==> config.mk <==
export PLATFORM = sky130hd
export DESIGN_NAME = bf_weight_sched
export DESIGN_NICKNAME = d
export VERILOG_FILES = /design/src/rtl/bf_weight_sched.sv
export SDC_FILE = /design/constraint.sdc
export NUM_CORES = 2
export LEC_CHECK = 0
export CORE_MARGIN = 5
export CORE_UTILIZATION = 40
export CTS_CLUSTER_DIAMETER = 60
export DETAILED_ROUTE_END_ITERATION = 16
export GPL_TIMING_DRIVEN = 1
export PLACE_DENSITY = 0.65
export SLEW_MARGIN = 10
export SYNTH_ARGS = -nofsm -noshare
export SYNTH_HDL_FRONTEND = slang
export SYNTH_SLANG_ARGS = --single-unit
==> constraint.sdc <==
create_clock -name clock -period 5.74 [get_ports clock]
set_input_delay 1.148 -clock clock [delete_from_list [all_inputs] [get_ports clock]]
set_output_delay 1.148 -clock clock [all_outputs]
set_load 0.1 [all_outputs]
==> src/rtl/bf_weight_sched.sv <==
// Beam weight table plus shadow/commit scheduler. Steer -> ARMED after N_ELEM cycles, commit on the next sample strobe.
// cfg_ready drops during COPY and steer_ready is high only in IDLE. Optional upd_done pulse: BF_WSCHED_UPD_PULSE_EN.
module bf_weight_sched #(
   parameter int N_ELEM   = 8,
   parameter int W_WIDTH  = 5,
   parameter int N_ANGLES = 16,
   parameter int RATIO    = 8,
   localparam int AW = (N_ANGLES > 1) ? $clog2(N_ANGLES) : 1,
   localparam int EW = (N_ELEM > 1) ? $clog2(N_ELEM) : 1
) (
   input  logic                      clock,
   input  logic                      reset_n,
   input  logic                      cfg_valid,
   output logic                      cfg_ready,
   input  logic                      cfg_beam,
   input  logic [AW-1:0]             cfg_angle,
   input  logic [EW-1:0]             cfg_elem,
   input  logic [W_WIDTH-1:0]        cfg_cos,
   input  logic [W_WIDTH-1:0]        cfg_sin,
   input  logic                      steer_valid,
   output logic                      steer_ready,
   input  logic                      steer_beam,
   input  logic [AW-1:0]             steer_angle,
   output logic                      steer_err,
   output logic                      busy,
   output logic                      sample_en,
`ifdef BF_WSCHED_UPD_PULSE_EN
   output logic                      upd_done,
`endif
   output logic [N_ELEM*W_WIDTH-1:0] w_cos_1,
   output logic [N_ELEM*W_WIDTH-1:0] w_sin_1,
   output logic [N_ELEM*W_WIDTH-1:0] w_cos_2,
   output logic [N_ELEM*W_WIDTH-1:0] w_sin_2
);

   localparam int CW = (RATIO > 1) ? $clog2(RATIO) : 1;
   localparam logic [1:0] S_IDLE  = 2'd0;
   localparam logic [1:0] S_COPY  = 2'd1;
   localparam logic [1:0] S_ARMED = 2'd2;
   localparam logic [AW:0] ANG_LIM = (AW+1)'(N_ANGLES);

   logic [1:0]           state;
   logic [CW-1:0]        strobe_cnt;
   logic [EW-1:0]        elem_cnt;
   logic                 beam_q;
   logic [AW-1:0]        angle_q;
   logic [2*W_WIDTH-1:0] table_mem [2][N_ANGLES][N_ELEM];
   logic [W_WIDTH-1:0]   sh_cos [N_ELEM];
   logic [W_WIDTH-1:0]   sh_sin [N_ELEM];
   logic [2*W_WIDTH-1:0] rd_dat;
   logic                 steer_acc;
   logic                 angle_ok;
   logic                 cfg_wr;
   logic                 commit;

   assign cfg_ready   = (state != S_COPY);
   assign steer_ready = (state == S_IDLE);
   assign busy        = (state != S_IDLE);
   assign sample_en   = (strobe_cnt == CW'(RATIO-1));
   assign steer_acc   = steer_valid && steer_ready;
   assign angle_ok    = ({1'b0, steer_angle} < ANG_LIM);
   assign cfg_wr      = cfg_valid && cfg_ready && ({1'b0, cfg_angle} < ANG_LIM);
   assign commit      = (state == S_ARMED) && sample_en;
   assign rd_dat      = table_mem[beam_q][angle_q][elem_cnt];

   always_ff @(posedge clock or negedge reset_n) begin
      if (!reset_n)
         strobe_cnt <= '0;
      else if (sample_en)
         strobe_cnt <= '0;
      else
         strobe_cnt <= strobe_cnt + CW'(1);
   end

   // Table is deliberately left unreset; a same-edge write is seen by a COPY starting at that edge.
   always_ff @(posedge clock) begin
      if (cfg_wr)
         table_mem[cfg_beam][cfg_angle][cfg_elem] <= {cfg_cos, cfg_sin};
   end

   always_ff @(posedge clock or negedge reset_n) begin
      if (!reset_n) begin
         state     <= S_IDLE;
         elem_cnt  <= '0;
         beam_q    <= 1'b0;
         angle_q   <= '0;
         steer_err <= 1'b0;
         w_cos_1   <= '0;
         w_sin_1   <= '0;
         w_cos_2   <= '0;
         w_sin_2   <= '0;
         for (int k = 0; k < N_ELEM; k++) begin
            sh_cos[k] <= '0;
            sh_sin[k] <= '0;
         end
      end else begin
         steer_err <= 1'b0;
         case (state)
            S_IDLE: begin
               if (steer_acc) begin
                  if (angle_ok) begin
                     state    <= S_COPY;
                     beam_q   <= steer_beam;
                     angle_q  <= steer_angle;
                     elem_cnt <= '0;
                  end else begin
                     steer_err <= 1'b1;
                  end
               end
            end
            S_COPY: begin
               sh_cos[elem_cnt] <= rd_dat[2*W_WIDTH-1:W_WIDTH];
               sh_sin[elem_cnt] <= rd_dat[W_WIDTH-1:0];
               if (elem_cnt == EW'(N_ELEM-1))
                  state <= S_ARMED;
               else
                  elem_cnt <= elem_cnt + EW'(1);
            end
            S_ARMED: begin
               if (commit) begin
                  state <= S_IDLE;
                  for (int k = 0; k < N_ELEM; k++) begin
                     if (beam_q) begin
                        w_cos_2[k*W_WIDTH +: W_WIDTH] <= sh_cos[k];
                        w_sin_2[k*W_WIDTH +: W_WIDTH] <= sh_sin[k];
                     end else begin
                        w_cos_1[k*W_WIDTH +: W_WIDTH] <= sh_cos[k];
                        w_sin_1[k*W_WIDTH +: W_WIDTH] <= sh_sin[k];
                     end
                  end
               end
            end
            default: state <= S_IDLE;
         endcase
      end
   end

`ifdef BF_WSCHED_UPD_PULSE_EN
   always_ff @(posedge clock or negedge reset_n) begin
      if (!reset_n)
         upd_done <= 1'b0;
      else
         upd_done <= commit;
   end
`endif

endmodule

* Word level (Yosys, flattened, before mapping)
Memories as Yosys holds them, arrays and structs flattened. Index checks and enable logic that the tools add are counted.
Operators by class: equal/unequal tests 9, $add $sub $neg 2, reduce and logical (&&, ||, !) cells 14, muxes and demuxes 24, bitwise operators 5, magnitude comparators 7
Operators by type and width (number):
- 1280-bit two-way mux | 1
- 80-bit binary-select mux with 4-bit select | 1
- 80-bit demux with 4-bit select | 1
- 80-bit two-way mux | 3
- 40-bit bitwise mux | 2
- 10-bit binary-select mux with 3-bit select | 1
- 10-bit demux with 3-bit select | 1
- 10-bit two-way mux | 3
- 5-bit demux with 3-bit select | 1
- 3-bit AND reduction | 4
- 5-bit greater-or-equal comparator (second input constant) | 2
- 4-bit inverter with 5-bit output | 2
- 3-bit two-way mux | 3
- 4-bit greater-or-equal comparator (second input constant) | 2
- 4-bit by 1-bit less-than comparator with 1-bit output (second input constant) | 2
- 3-bit inverter with 4-bit output | 2
- 3-bit by 1-bit adder with 3-bit output (second input constant) | 2
- 3-bit equality test (second input constant) | 2
- 1-bit logical AND | 6
- 2-bit two-way mux | 3
- 2-bit != test (second input constant) | 3
- 2-bit case mux with 3 select lines | 1
- 3-bit case mux with 2 select lines | 1
- 5-bit by 1-bit less-than comparator with 1-bit output (second input constant) | 1
- 9 further kinds | 11
Word-level totals: memories kept 1, input bits 27, bits in registers 253, RAM bits 2560
Memories:
- table_mem | words 2, width 1280, read ports 1, clocked after memory_dff 0, write ports 1, RTL line 47 | logic [2*W_WIDTH-1:0] table_mem [2][N_ANGLES][N_ELEM];

* Longest topological paths before layout
word-level depth 8, depth in mapped cells 11

* Worst setup path after synthesis
Ideal clock, no wire load.
kind reg2out, start point register state[1], end point output busy, setup slack 1.946 ns, buffers on the path 0, required time 4.592 ns, data arrival time 2.646 ns, stages on the path, launching flop included 3, cell sequence dfrtp_1 > nor2_1 > inv_1
On the way: cells in the longest elaborated chain, start to end 1
Ends and longest elaborated chain:
- start, declared | RTL line 42 | logic [1:0] state;
- start signal, assigned | RTL line 83 | state <= S_IDLE;
- start signal, assigned | RTL line 102 | state <= S_COPY;
- start signal, assigned | RTL line 115 | state <= S_ARMED;
- 2-bit nonzero test | RTL line 58 | assign busy = (state != S_IDLE);
- end, declared | RTL line 25 | output logic busy,
No other way between the ends.

* Worst setup path after layout
start point register state[0], end point output steer_ready
On the way: cells in the longest elaborated chain, start to end 1
Ends and longest elaborated chain:
- 2-bit logical NOT | RTL line 57 | assign steer_ready = (state == S_IDLE);
- end, declared | RTL line 21 | output logic steer_ready,
No other way between the ends.

==> summary.txt <==
Run status
  • Outcome: finished, final reports clean

Logic synthesis
  • Synth Net Count: approximately 5000
  • Post-synthesis cell area: 0.108 sq mm
  • Largest area contributor in the netlist: edfxtp_1
  • Mean Syn Cell Area: 21.8 sq um
  • Area contributors post-synth: edfxtp_1 71%, mux4_2 15%, dfrtp_1 5.9%
  • Synth cell types: 58
  • Synth Instances: 4960
  • Ys async rst share: 8.99%
  • Most used flip-flop cell after synthesis: edfxtp_1
  • Count of warnings emitted by yosys: 0
  • Yosys reg bits: between 2000 and 3000
  • Most numerous cell in the Yosys netlist: edfxtp_1
  • Sequential fraction of the synthesis area: around three quarters
  • Synth top cells by count: 2560 x edfxtp_1, 704 x mux4_2, 324 x nor2_1
  • Number of flops mapped to enable cells by yosys: 2560
  • Post-synth top area share: 71.1%

Global route
  • Initial antenna violation count: 11
  • Grt total ovfl: 0
  • Pin count of the biggest net entering global routing: 146
  • First-pass GRT wire length: approximately 400 mm
  • Vias in the first global route: 53300
  • GRT Overall Usage: between 15 and 20%

Drt
  • Drt via density: 5.82
  • Drt pass-1 iters: 6
  • WL per Instance: 30.5 um
  • Starting DRT DRC Count: 6761
  • ANT nets after route: 0
  • Final WL: 283 mm
  • DR DRC count: 0
  • Via Count: 53900

Cells and area
  • Fin nets: 5519
  • Syn-to-layout area delta: 15.7%
  • Share of cells above drive strength 1: 29.4%
  • Final design utilization: 46.6%
  • Fin cells: between 9000 and 10000

Clocking
  • CTS Sinks: 2813
  • Cts bufs inserted: 293
  • Post_cts resized: 0
  • CTS tree: built
  • Hold_buf cts: 0
  • Post-CTS setup buffers: 0
  • Root Buffer: clkbuf_16
  • Clock Latency Late Sink: a little under 1 ns
  • H-tree Lvls: 5
  • Reg clk slew, reported paths: ~0.060 ns
  • Clk buf depth: 4

Timing
  • Finish-stage setup viols: 0
  • Final Skew: 0.0767 ns
  • Final setup TNS: 0 ns
  • Worst relative slew slack: 8.81%
  • RSZ-0062 raised after global routing: false
  • Final worst slack: 1.20 ns
  • Period utilisation layout: 79.1%
  • Hold Fails Final Rpt: 0
  • Slew Limit Fails: 0
  • Tmin final: 4.54 ns
  • Worst slew pin tran: between 1 and 1.5 ns
  • Max Clk Rate: 220 MHz

Place
  • GP Congestion: around 0.84
  • Input/output buffers: 190
  • DP Cell Count: a little under 9000
  • Dpl ws: 1.06 ns
  • DP Wirelength: 176 mm

Floorplanning
  • Initial Util: between 40% and 50%
  • Core Region: 0.268 sq mm
  • Die span in x: 530 um
  • I/O Pins: 192
  • Die footprint: between 0.2 and 0.3 sq mm
  • DIE HEIGHT: approximately 530 um
  • # rows: between 150 and 200

Setup path
  • Worst R2R Setup Slack: 1.90 ns
  • Max FO, Critical Path: 5
  • WP data arrival: 3.39 ns
  • Setup crit end kind: output pin
  • Critical-path cell list: nor2_1 > clkdlybuf4s50_1
  • Worst EP required: between 4 and 5 ns
  • CP max stage delay: 1.28 ns
  • Critical Path Start Type: flop
  • WS Path Type: flop to output pin
  • Crit-path slowest cell: clkdlybuf4s50_1

Min path
  • Hold Path Class: primary input to async pin

Power and ir drop
  • Pwr dens: 460 mW/mm^2
  • Switching Fraction: 30.6%
  • Clock group share of total power: approximately 32%
  • Gate power share: 27.0%
  • NetSw: 0.0176 W
  • Int Pwr: 0.0399 W
  • Register share of total power: 41.0%
  • Worst vdd ir: 0.315 mV
  • Total power: 0.0575 W
  • Pleak: 40.4 nW

Run
  • Max-Cap Viols: 0
worst paths after layout:
path	from	end	depth (start not counted)
setup / recovery	state[0]$_DFFE_PN0P_	steer_ready	2
hold / removal	reset_n	w_cos_1[21]$_DFFE_PN0P_	1
setup reg to reg	beam_q$_DFFE_PN0P_	sh_cos[11]$_DFFE_PN0P_	6
hold reg to reg	strobe_cnt[0]$_DFF_PN0_	strobe_cnt[0]$_DFF_PN0_	1
max in group asynchronous	reset_n	w_sin_2[2]$_DFFE_PN0P_	2
min in group clock	strobe_cnt[0]$_DFF_PN0_	strobe_cnt[0]$_DFF_PN0_	1
power groups by stage:
stage | sequential, W | combinational (W) | clock [W]
2_1_floorplan | 0.0237 | 0.00990 | 0
3_3_place_gp | 0.0240 | 0.0155 | 0
3_5_place_dp | 0.0240 | 0.0155 | 0
4_1_cts | 0.0236 | 0.0156 | 0.0187
5_1_grt | 0.0236 | 0.0162 | 0.0196
6_report | 0.0236 | 0.0155 | 0.0184
area by class of cell:
| class | count | area [sq um] |
|---|---|---|
| antenna | 7 | 17.5 |
| inverter | 10 | 50.0 |
| clock buffer | 366 | 7910 |
| clock inverter | 140 | 1310 |
| multi-input combinational | 1856 | 23400 |
| sequential | 2813 | 83200 |
| tap | 3552 | 4440 |
| timing repair buffer | 514 | 4670 |
| fill | 21700 | 143000 |
layer usage:
layer  GRT usage [%]  wire length [um]
met1            28.2            112000
met2            31.3            133000
met3            3.86             26600
met4            6.92             10400
met5               0                20
cells by family (layout without fill, tap and decap cells):
logic type,after synthesis,after routing,share of synthesized area (%)
other,1,8,0.00347
DFF,2813,2813,77.0
adders and majority gates,4,4,0.0463
and+or+nand+nor,591,591,2.27
buffers and inverters,291,1030,1.43
muxes,1009,1009,17.7
AOI/OAI and AO/OA,251,251,1.53
worst max-delay path: cells and delay by family (launching register included):
| kind | cells | cell delay, ns |
|---|---|---|
| flip-flops | 1 | 0.45 |
| AND/OR/NAND/NOR | 1 | 0.71 |
| buffers and inverters | 1 | 1.28 |
flip-flops by register name, indices dropped and copies added, names as in the netlist, 4 cells and up:
register,count
sh_sin,40
sh_cos,40
table_mem,2560
angle_q,4
w_sin_2,40
w_sin_1,40
w_cos_2,40
w_cos_1,40
cell usage in the layout (no fill, tap or decap), types with 10 or more instances in the layout:
| master | synthesis | final |
|---|---|---|
| clkinvlp_4 | 0 | 12 |
| o22ai_1 | 17 | 17 |
| mux4_2 | 704 | 704 |
| mux2i_1 | 111 | 111 |
| clkdlybuf4s50_1 | 0 | 178 |
| nor2b_1 | 31 | 29 |
| o221ai_1 | 10 | 10 |
| bufinv_16 | 0 | 22 |
| dfrtp_1 | 253 | 248 |
| a31oi_1 | 10 | 10 |
| buf_4 | 41 | 301 |
| buf_12 | 0 | 24 |
| a311oi_1 | 12 | 12 |
| edfxtp_1 | 2560 | 2560 |
| a22oi_1 | 30 | 30 |
| o21ai_0 | 44 | 44 |
| a211oi_1 | 18 | 18 |
| clkbuf_1 | 80 | 51 |
| clkbuf_16 | 0 | 301 |
| nand2_1 | 158 | 158 |
| clkinv_1 | 1 | 39 |
| mux2_2 | 194 | 194 |
| clkinv_2 | 0 | 53 |
| clkbuf_8 | 0 | 23 |
| nor2_1 | 324 | 320 |
| nand3_1 | 27 | 27 |
| a21oi_1 | 65 | 65 |
stage by stage:
stage | hold WS (ns) | instance area, sq um
after floorplan | 0.410 | 108000
after global placement | 0.420 | 116000
after detailed placement | 0.427 | 116000
after CTS | 0.181 | 125000
after global routing | 0.236 | 125000
final | 0.200 | 125000
(Power assumes the default switching activity.)
